## config.mk

```make
export PLATFORM = sky130hd
export DESIGN_NAME = multdiv_iter
export DESIGN_NICKNAME = d
export VERILOG_FILES = /design/src/rtl/multdiv_iter.sv
export SDC_FILE = /design/constraint.sdc
export NUM_CORES = 1
export LEC_CHECK = 0
export BUFFER_PORTS_ARGS = -buffer_cell sky130_fd_sc_hd__buf_4
export CORE_ASPECT_RATIO = 1.2
export CORE_UTILIZATION = 38
export CTS_CLUSTER_DIAMETER = 80
export DETAILED_ROUTE_END_ITERATION = 7
export GPL_TIMING_DRIVEN = 0
export PLACE_DENSITY = 0.59
export SYNTH_ARGS = -nofsm -noshare
export SYNTH_HDL_FRONTEND = slang
export SYNTH_SLANG_ARGS = --single-unit
```

## constraint.sdc

```tcl
create_clock -name clock -period 12.57 [get_ports clock]
set_input_delay 0 -clock clock [delete_from_list [all_inputs] [get_ports clock]]
set_output_delay 0 -clock clock [all_outputs]
set_load 0.01 [all_outputs]
```

## src/rtl/multdiv_iter.sv

```systemverilog
// Iterative signed 32-bit multiply (radix-2 Booth) / divide (non-restoring) unit.
// Fixed 32-cycle latency from the start edge; a one-cycle data_resultRDY strobe marks completion.
//
// state | meaning
// IDLE  | waiting for ctrl_MULT / ctrl_DIV
// MULT  | Booth step per edge
// DIV   | non-restoring quotient bit per edge
// DONE  | results valid, data_resultRDY high
module multdiv_iter (
    input  logic        clock,
    input  logic        reset,
    input  logic [31:0] data_operandA,
    input  logic [31:0] data_operandB,
    input  logic        ctrl_MULT,
    input  logic        ctrl_DIV,
    output logic [31:0] data_result,
    output logic        data_exception,
    output logic        data_resultRDY
);

    typedef enum logic [1:0] {S_IDLE, S_MULT, S_DIV, S_DONE} state_t;

    state_t      r_state;
    state_t      w_state_nxt;
    logic [5:0]  r_cnt;
    logic [64:0] r_prod;
    logic [31:0] r_mcand;
    logic [32:0] r_rem;
    logic [31:0] r_quo;
    logic [31:0] r_dvsr;
    logic        r_neg;
    logic        r_div_exc;
    logic [31:0] r_result;
    logic        r_exc;

    logic        w_start;
    logic        w_last;
    logic [31:0] w_abs_a;
    logic [31:0] w_abs_b;
    logic [32:0] w_acc_ext;
    logic [32:0] w_m_ext;
    logic [32:0] w_sum;
    logic [64:0] w_prod_nxt;
    logic        w_mul_ovf;
    logic [32:0] w_rem_sh;
    logic [32:0] w_rem_nxt;
    logic [31:0] w_quo_nxt;

    assign w_start = ctrl_MULT | ctrl_DIV;
    assign w_last  = (r_cnt == 6'd31);
    assign w_abs_a = data_operandA[31] ? (~data_operandA + 32'd1) : data_operandA;
    assign w_abs_b = data_operandB[31] ? (~data_operandB + 32'd1) : data_operandB;

    // Accumulator is widened to 33 bits so -2^31 multiplicands cannot overflow before the shift.
    assign w_acc_ext = {r_prod[64], r_prod[64:33]};
    assign w_m_ext   = {r_mcand[31], r_mcand};

    always_comb begin
        w_sum = w_acc_ext;
        case (r_prod[1:0])
            2'b01:   w_sum = w_acc_ext + w_m_ext;
            2'b10:   w_sum = w_acc_ext - w_m_ext;
            default: w_sum = w_acc_ext;
        endcase
    end

    assign w_prod_nxt = {w_sum, r_prod[32:1]};
    assign w_mul_ovf  = ~((&w_prod_nxt[64:32]) | ~(|w_prod_nxt[64:32]));

    assign w_rem_sh  = {r_rem[31:0], r_quo[31]};
    assign w_rem_nxt = r_rem[32] ? (w_rem_sh + {1'b0, r_dvsr}) : (w_rem_sh - {1'b0, r_dvsr});
    assign w_quo_nxt = {r_quo[30:0], ~w_rem_nxt[32]};

    always_comb begin
        w_state_nxt = r_state;
        if (ctrl_MULT) begin
            w_state_nxt = S_MULT;
        end else if (ctrl_DIV) begin
            w_state_nxt = S_DIV;
        end else begin
            case (r_state)
                S_IDLE:  w_state_nxt = S_IDLE;
                S_MULT:  w_state_nxt = w_last ? S_DONE : S_MULT;
                S_DIV:   w_state_nxt = w_last ? S_DONE : S_DIV;
                S_DONE:  w_state_nxt = S_IDLE;
                default: w_state_nxt = S_IDLE;
            endcase
        end
    end

    always_ff @(posedge clock or negedge reset) begin
        if (!reset) begin
            r_state <= S_IDLE;
        end else begin
            r_state <= w_state_nxt;
        end
    end

    always_ff @(posedge clock or negedge reset) begin
        if (!reset) begin
            r_cnt     <= 6'd0;
            r_prod    <= 65'd0;
            r_mcand   <= 32'd0;
            r_rem     <= 33'd0;
            r_quo     <= 32'd0;
            r_dvsr    <= 32'd0;
            r_neg     <= 1'b0;
            r_div_exc <= 1'b0;
            r_result  <= 32'd0;
            r_exc     <= 1'b0;
        end else if (w_start) begin
            r_cnt     <= 6'd0;
            r_prod    <= {32'd0, data_operandB, 1'b0};
            r_mcand   <= data_operandA;
            r_rem     <= 33'd0;
            r_quo     <= w_abs_a;
            r_dvsr    <= w_abs_b;
            r_neg     <= data_operandA[31] ^ data_operandB[31];
            r_div_exc <= (data_operandB == 32'd0) ||
                         ((data_operandA == 32'h8000_0000) && (data_operandB == 32'hFFFF_FFFF));
        end else begin
            case (r_state)
                S_MULT: begin
                    r_prod <= w_prod_nxt;
                    r_cnt  <= r_cnt + 6'd1;
                    if (w_last) begin
                        r_result <= w_prod_nxt[32:1];
                        r_exc    <= w_mul_ovf;
                    end
                end
                S_DIV: begin
                    r_rem <= w_rem_nxt;
                    r_quo <= w_quo_nxt;
                    r_cnt <= r_cnt + 6'd1;
                    if (w_last) begin
                        // Divide-by-zero and the one unrepresentable quotient both report 0.
                        if (r_div_exc) begin
                            r_result <= 32'd0;
                            r_exc    <= 1'b1;
                        end else begin
                            r_result <= r_neg ? (~w_quo_nxt + 32'd1) : w_quo_nxt;
                            r_exc    <= 1'b0;
                        end
                    end
                end
                default: begin
                end
            endcase
        end
    end

    assign data_result    = r_result;
    assign data_exception = r_exc;
    assign data_resultRDY = (r_state == S_DONE);

endmodule

```

* Word-level counts from Yosys, hierarchy flattened
Cells that the tools add are included.
** Storage, ports and cells
- Bits in registers :: 237
- Bits of input ports :: 68
- Output and inout port bits :: 34
- Logic and storage cells :: 78
** Operators by class
- $add $sub $neg :: 8
- Equality and inequality tests :: 10
- Multiplexer cells :: 26
- Bitwise operators :: 10
- Reductions and logical operators :: 13
** Operators with widths (number)
- $mux 32 :: 8
- $mux 65 :: 2
- $mux 33 :: 3
- $add 32x1->32 const B :: 3
- $not 32->32 :: 3
- $pmux 33 s2 :: 1
- $eq 32x32->1 const B :: 2
- $pmux 32 s2 :: 1
- $add 32x32->33 :: 1
- $add 33x32->33 :: 1
- $reduce_and 33->1 :: 1
- $reduce_or 33->1 :: 1
- $sub 32x32->33 :: 1
- $sub 33x32->33 :: 1
- $logic_not 32->1 :: 1
- $mux 6 :: 2
- $reduce_bool 2->1 :: 4
- $add 6x1->6 const B :: 1
- $eq 2x2->1 const B :: 3
- $eq 6x5->1 const B :: 1
- $mux 2 :: 3
- $pmux 2 s3 :: 1
- $eq 2x1->1 const B :: 2
- $mux 1 :: 4
- 10 further kinds :: 16

* Longest topological paths before layout
- Depth after elaboration :: 9
- Mapped depth :: 25
- Mapped depth without buffers :: 25

* Worst setup path after synthesis
Ideal clock, no wire load.
- Path kind :: reg2reg
- From :: register r_dvsr[5]
- To :: register r_result[28], in the netlist data_result[28]
- Library setup time :: 129 ps
- Arrival time :: 5877 ps
- Data required time :: 12441 ps
- Setup slack :: 6564 ps
- Stages on the path, launching flop included :: 26
- Buffers on the path :: 0
- Period minus slack after synthesis :: 6006 ps
- Cell sequence :: dfrtp_1 > or4_1 > nor4_1 > and3_1 > nand2_1 > nor3_1 > nor2_1 > xor2_1 > ha_1 > and4_1 > and3_1 > and3_1 > a222oi_1 > o2111ai_1 > a21oi_1 > xnor2_2 > ha_1 > nand2b_1 > or3_1 > or2_1 > or4_1 > or2_1 > o31ai_1 > xnor2_1 > a22oi_1 > o21ai_1
** Between the ends
- Longest elaborated chain between the ends :: 9
- Elaborated cells on any way between the ends :: 10
- Classes of those cells :: 3 x add/sub; 5 x mux; 2 x bitwise
** Ends and longest elaborated chain
- start: declaration :: RTL line 30 : logic [31:0] r_dvsr;
- start signal: assignment :: RTL line 117 : r_dvsr <= w_abs_b;
- $sub 33x32->33 or $add 33x32->33 (tied branches) :: RTL line 71 : assign w_rem_nxt = r_rem[32] ? (w_rem_sh + {1'b0, r_dvsr}) : (w_rem_sh - {1'b0, r_dvsr});
- $mux 33 * :: RTL line 71
- $not 1->1 * :: RTL line 72 : assign w_quo_nxt = {r_quo[30:0], ~w_rem_nxt[32]};
- $not 32->32 * :: RTL line 141 : r_result <= r_neg ? (~w_quo_nxt + 32'd1) : w_quo_nxt;
- $add 32x1->32 * :: RTL line 141
- $mux 32 * :: RTL line 141
- $mux 32 * :: RTL line 137 : if (r_div_exc) begin
- $mux 32 * :: RTL line 135 : if (w_last) begin
- $pmux 32 s2 * :: RTL line 122 : case (r_state)
- end signal: assignment :: RTL line 127 : r_result <= w_prod_nxt[32:1];
- end signal: assignment :: RTL line 141
- end: declaration :: RTL line 33 : logic [31:0] r_result;
Mark *: on every way between the ends. The rest lies on a longest branch, timed or not. The select of a mux whose other input is x is not followed.
A chain may end at the register's enable or synchronous reset.

* Final worst setup path
Same ends and word-level chain as after synthesis.

==> impl_metrics.csv <==
group,metric,value,unit
floorplan,dieArea,0.0460,sq mm
critical_path,crit_arrival,7.81,ns
cells_and_area,n_antenna_cell,0,
place,detailed_place_hpwl,43400,um
sta,report.final.slew_viol_count,0,
sta,worst_pin_slew,1.08,ns
pwr,powerDensity,129,mW/mm^2
sta,worst_slack,5.20,ns
drt,routed_wl,56700,um
floorplan,rows,84,
cells_and_area,nNetsFinal,2377,
drt,drc,0,
critical_path,critPathKind,"reg -> reg",
global_routing,grt_pass1_wl,88600,um
clock_tree,cts_made_buffers,31,
floorplan,start_util,0.388,
sta,hold_viol,0,
sta,fin_skew,0.0168,ns
sta,grt_setup_unrepaired,"false",
global_routing,grt_overflow_total,0,
synth,synth_area_leaders,"dfrtp_1, mux2i_1, xnor2_1, ha_1, nand2_1",
place,dpl_cell_area,0.0187,sq mm
critical_path,start_kind,"flip-flop",
place,dpl.cell_count,2687,
synth,ys_seq_area_frac,0.346,
place,dp_slack,5.33,ns
drt,ant_nets,0,
floorplan,die_width,196,um
place,place.gp.congestion,0.906,
cells_and_area,syn2layout_area_growth,19.1,%
clock_tree,clk_latency,0.58,ns
global_routing,grt_max_degree,121,
synth,yosysWarnings,0,
sta,period_minus_slack,7.37,ns
sta,finalCritPeriodShare,0.586,
sta,slew_headroom,0.258,
flow_run,cap_violations,0,
clock_tree,clockBufferDepth,3,
sta,setup_tns,0,ns
worst_hold_path,hp-class,"in -> async",
synth,synth-main-ff-cell,"dfrtp_1",
clock_tree,clk_pin_slew,0.06,ns
synth,synth.distinct_cells,77,
place,io_buffers,100,
drt,drtIter0Drc,1124,
drt,vias_per_cell,5.70,
cells_and_area,final_cells,2814,
synth,synth_most_common_cell,"nand2_1",
status,status,"completed",
drt,wl_per_cell,20.2,um
synth,syn_area_per_cell,8.46,sq um
critical_path,critical_path.max_fanout,8,
clock_tree,cts_sinks,237,
clock_tree,htreeDepth,1,
pwr,ir_drop,0.0937,mV
sta,setup_violations,0,
synth,synth_area_leader_cell,"dfrtp_1",
synth,syn_inst,2026,
cells_and_area,drive_above_1_share,0.0820,
clock_tree,cts_tree,"yes",
synth,synth_edf_count,0,
synth,synthTopCellsByCount,"nand2_1, dfrtp_1, nor2_1, o21ai_0, a21oi_1",
floorplan,num_io_pins,102,
floorplan,coreArea,0.0441,sq mm
cells_and_area,final_util,0.462,
cells_and_area,design_area,0.0204,sq mm
global_routing,grtUsageTotal,0.243,
synth,synth_fp_nets,2172,
pwr,power.leakage,8.76,nW
clock_tree,cts_root_buf,"clkbuf_16",
global_routing,grt_pass1_vias,15900,
floorplan,chipHeight,235,um
synth,async_flop_share,1.00,
sta,fmax,136,MHz
critical_path,setup.worst_path.end_class,"flip-flop",
synth,synth_seq_cells,237,
clock_tree,cts-resized-gates,0,
synth,synth_top_area_frac,0.346,
drt,drt_first_pass_iters,5,
global_routing,antenna_found_initial,0,
drt,vias,16000,
synth,synth_area,0.0171,sq mm
critical_path,crit_required,13.02,ns
==> final timing paths <==
kind / startpoint / end / slack [ns] / cells after the start
max: r_dvsr[5] / data_result[28] / 5.20 / 24
max reg2reg: r_dvsr[5] / data_result[28] / 5.20 / 24
min reg2reg: data_result[20] / data_result[20] / 0.50 / 2
max in group asynchronous: reset / r_dvsr[19] / 11.32 / 3
min in group clock: data_operandA[13] / r_mcand[13] / 0.21 / 4
min: reset / r_rem[13] / 0.05 / 3
==> layer usage <==
metal | track usage | part of all wire
met1 | 0.312 | 0.43
met2 | 0.416 | 0.48
met3 | 0.0211 | 0.040
met4 | 0.106 | 0.045
met5 | 0 | 0
==> repair_timing <==
item / in CTS / in global routing
setup buffers: 0 / 0
hold endpoints to repair: 246 / 0
hold buffers: 70 / 0
==> placed cells by master, fill, tap and decap left out, types with 19 or more instances in the layout <==
cell type	synthesis	routed
ha_1	76	76
a21oi_1	141	141
dfrtp_1	237	237
o21ai_0	164	164
nand2b_1	19	19
xnor2_1	109	109
xor2_1	83	83
mux2i_1	111	111
inv_1	55	55
nor4_1	24	24
nor3b_1	22	22
nand2_1	246	246
buf_4	0	99
dlygate4sd3_1	0	70
clkbuf_1	84	86
a211oi_1	29	29
nand4_1	24	24
nand3_1	19	19
clkbuf_16	0	31
o31ai_1	30	30
nor2_1	194	194
or3_1	32	32
nor3_1	39	39
a21o_1	23	23
==> cell families (layout without fill, tap and decap cells) <==
kind of cell | count (synthesis) | in the layout | share of synthesized area
compound gates | 542 | 542 | 0.199
xor+xnor | 193 | 193 | 0.0990
fa+ha+maj | 78 | 78 | 0.0578
buf+inv | 157 | 386 | 0.0344
flops | 237 | 237 | 0.346
mux | 114 | 114 | 0.0668
simple gates | 705 | 705 | 0.196
==> critical path, cell delays in order (launching register included) <==
cell and delay, ns:
dfrtp_1 0.42, or4_1 0.60, nor4_1 0.47, nand4_1 0.43, nor4_1 0.28, nor2_1 0.08
xor2_1 0.17, ha_1 0.38, and4_1 0.25, and3_1 0.22, and3_1 0.20, a222oi_1 0.44
o2111ai_1 0.20, a21oi_1 0.26, xnor2_2 0.29, ha_1 0.28, nand2b_1 0.12, or3_1 0.46
or2_1 0.29, or4_1 0.46, or2_1 0.28, o31ai_1 0.26, xnor2_1 0.13, a22oi_1 0.18
o21ai_1 0.08
==> metrics by stage <==
| step | hold slack [ns] | total power, W |
|---|---|---|
| finish | 0.0464 | 0.00264 |
| global route | 0.112 | 0.00277 |
| CTS | 0.0978 | 0.00265 |
| detailed placement | -0.153 | 0.00171 |
| global placement | 0.226 | 0.00169 |
| floorplan | -0.296 | 0.00141 |
==> cell type report <==
cell class	count	area [sq um]
Clock buffer	37	838
Fill cell	4323	23700
Sequential cell	237	5930
Timing Repair Buffer	172	1510
Tap cell	559	699
Buffer	102	384
Inverter	55	206
Multi-Input combinational cell	1632	10600
Clock inverter	20	220
==> flip-flops by register name, summed over array words and instances, names as in the netlist <==
signal and count:
data_exception 1, data_result 32, r_cnt 6, r_div_exc 1, r_dvsr 32, r_mcand 32
r_neg 1, r_prod 65, r_quo 32, r_rem 33, r_state 2
==> power by group <==
| part | switching, W | leakage [nW] | internal, W | total [W] |
|---|---|---|---|---|
| Combinational | 0.000454 | 5.27 | 0.000319 | 0.000772 |
| Clock | 0.000366 | 0.515 | 0.000556 | 0.000922 |
| Sequential | 0.0000969 | 2.98 | 0.000848 | 0.000945 |
No activity file was read; power rests on OpenSTA's default activity.
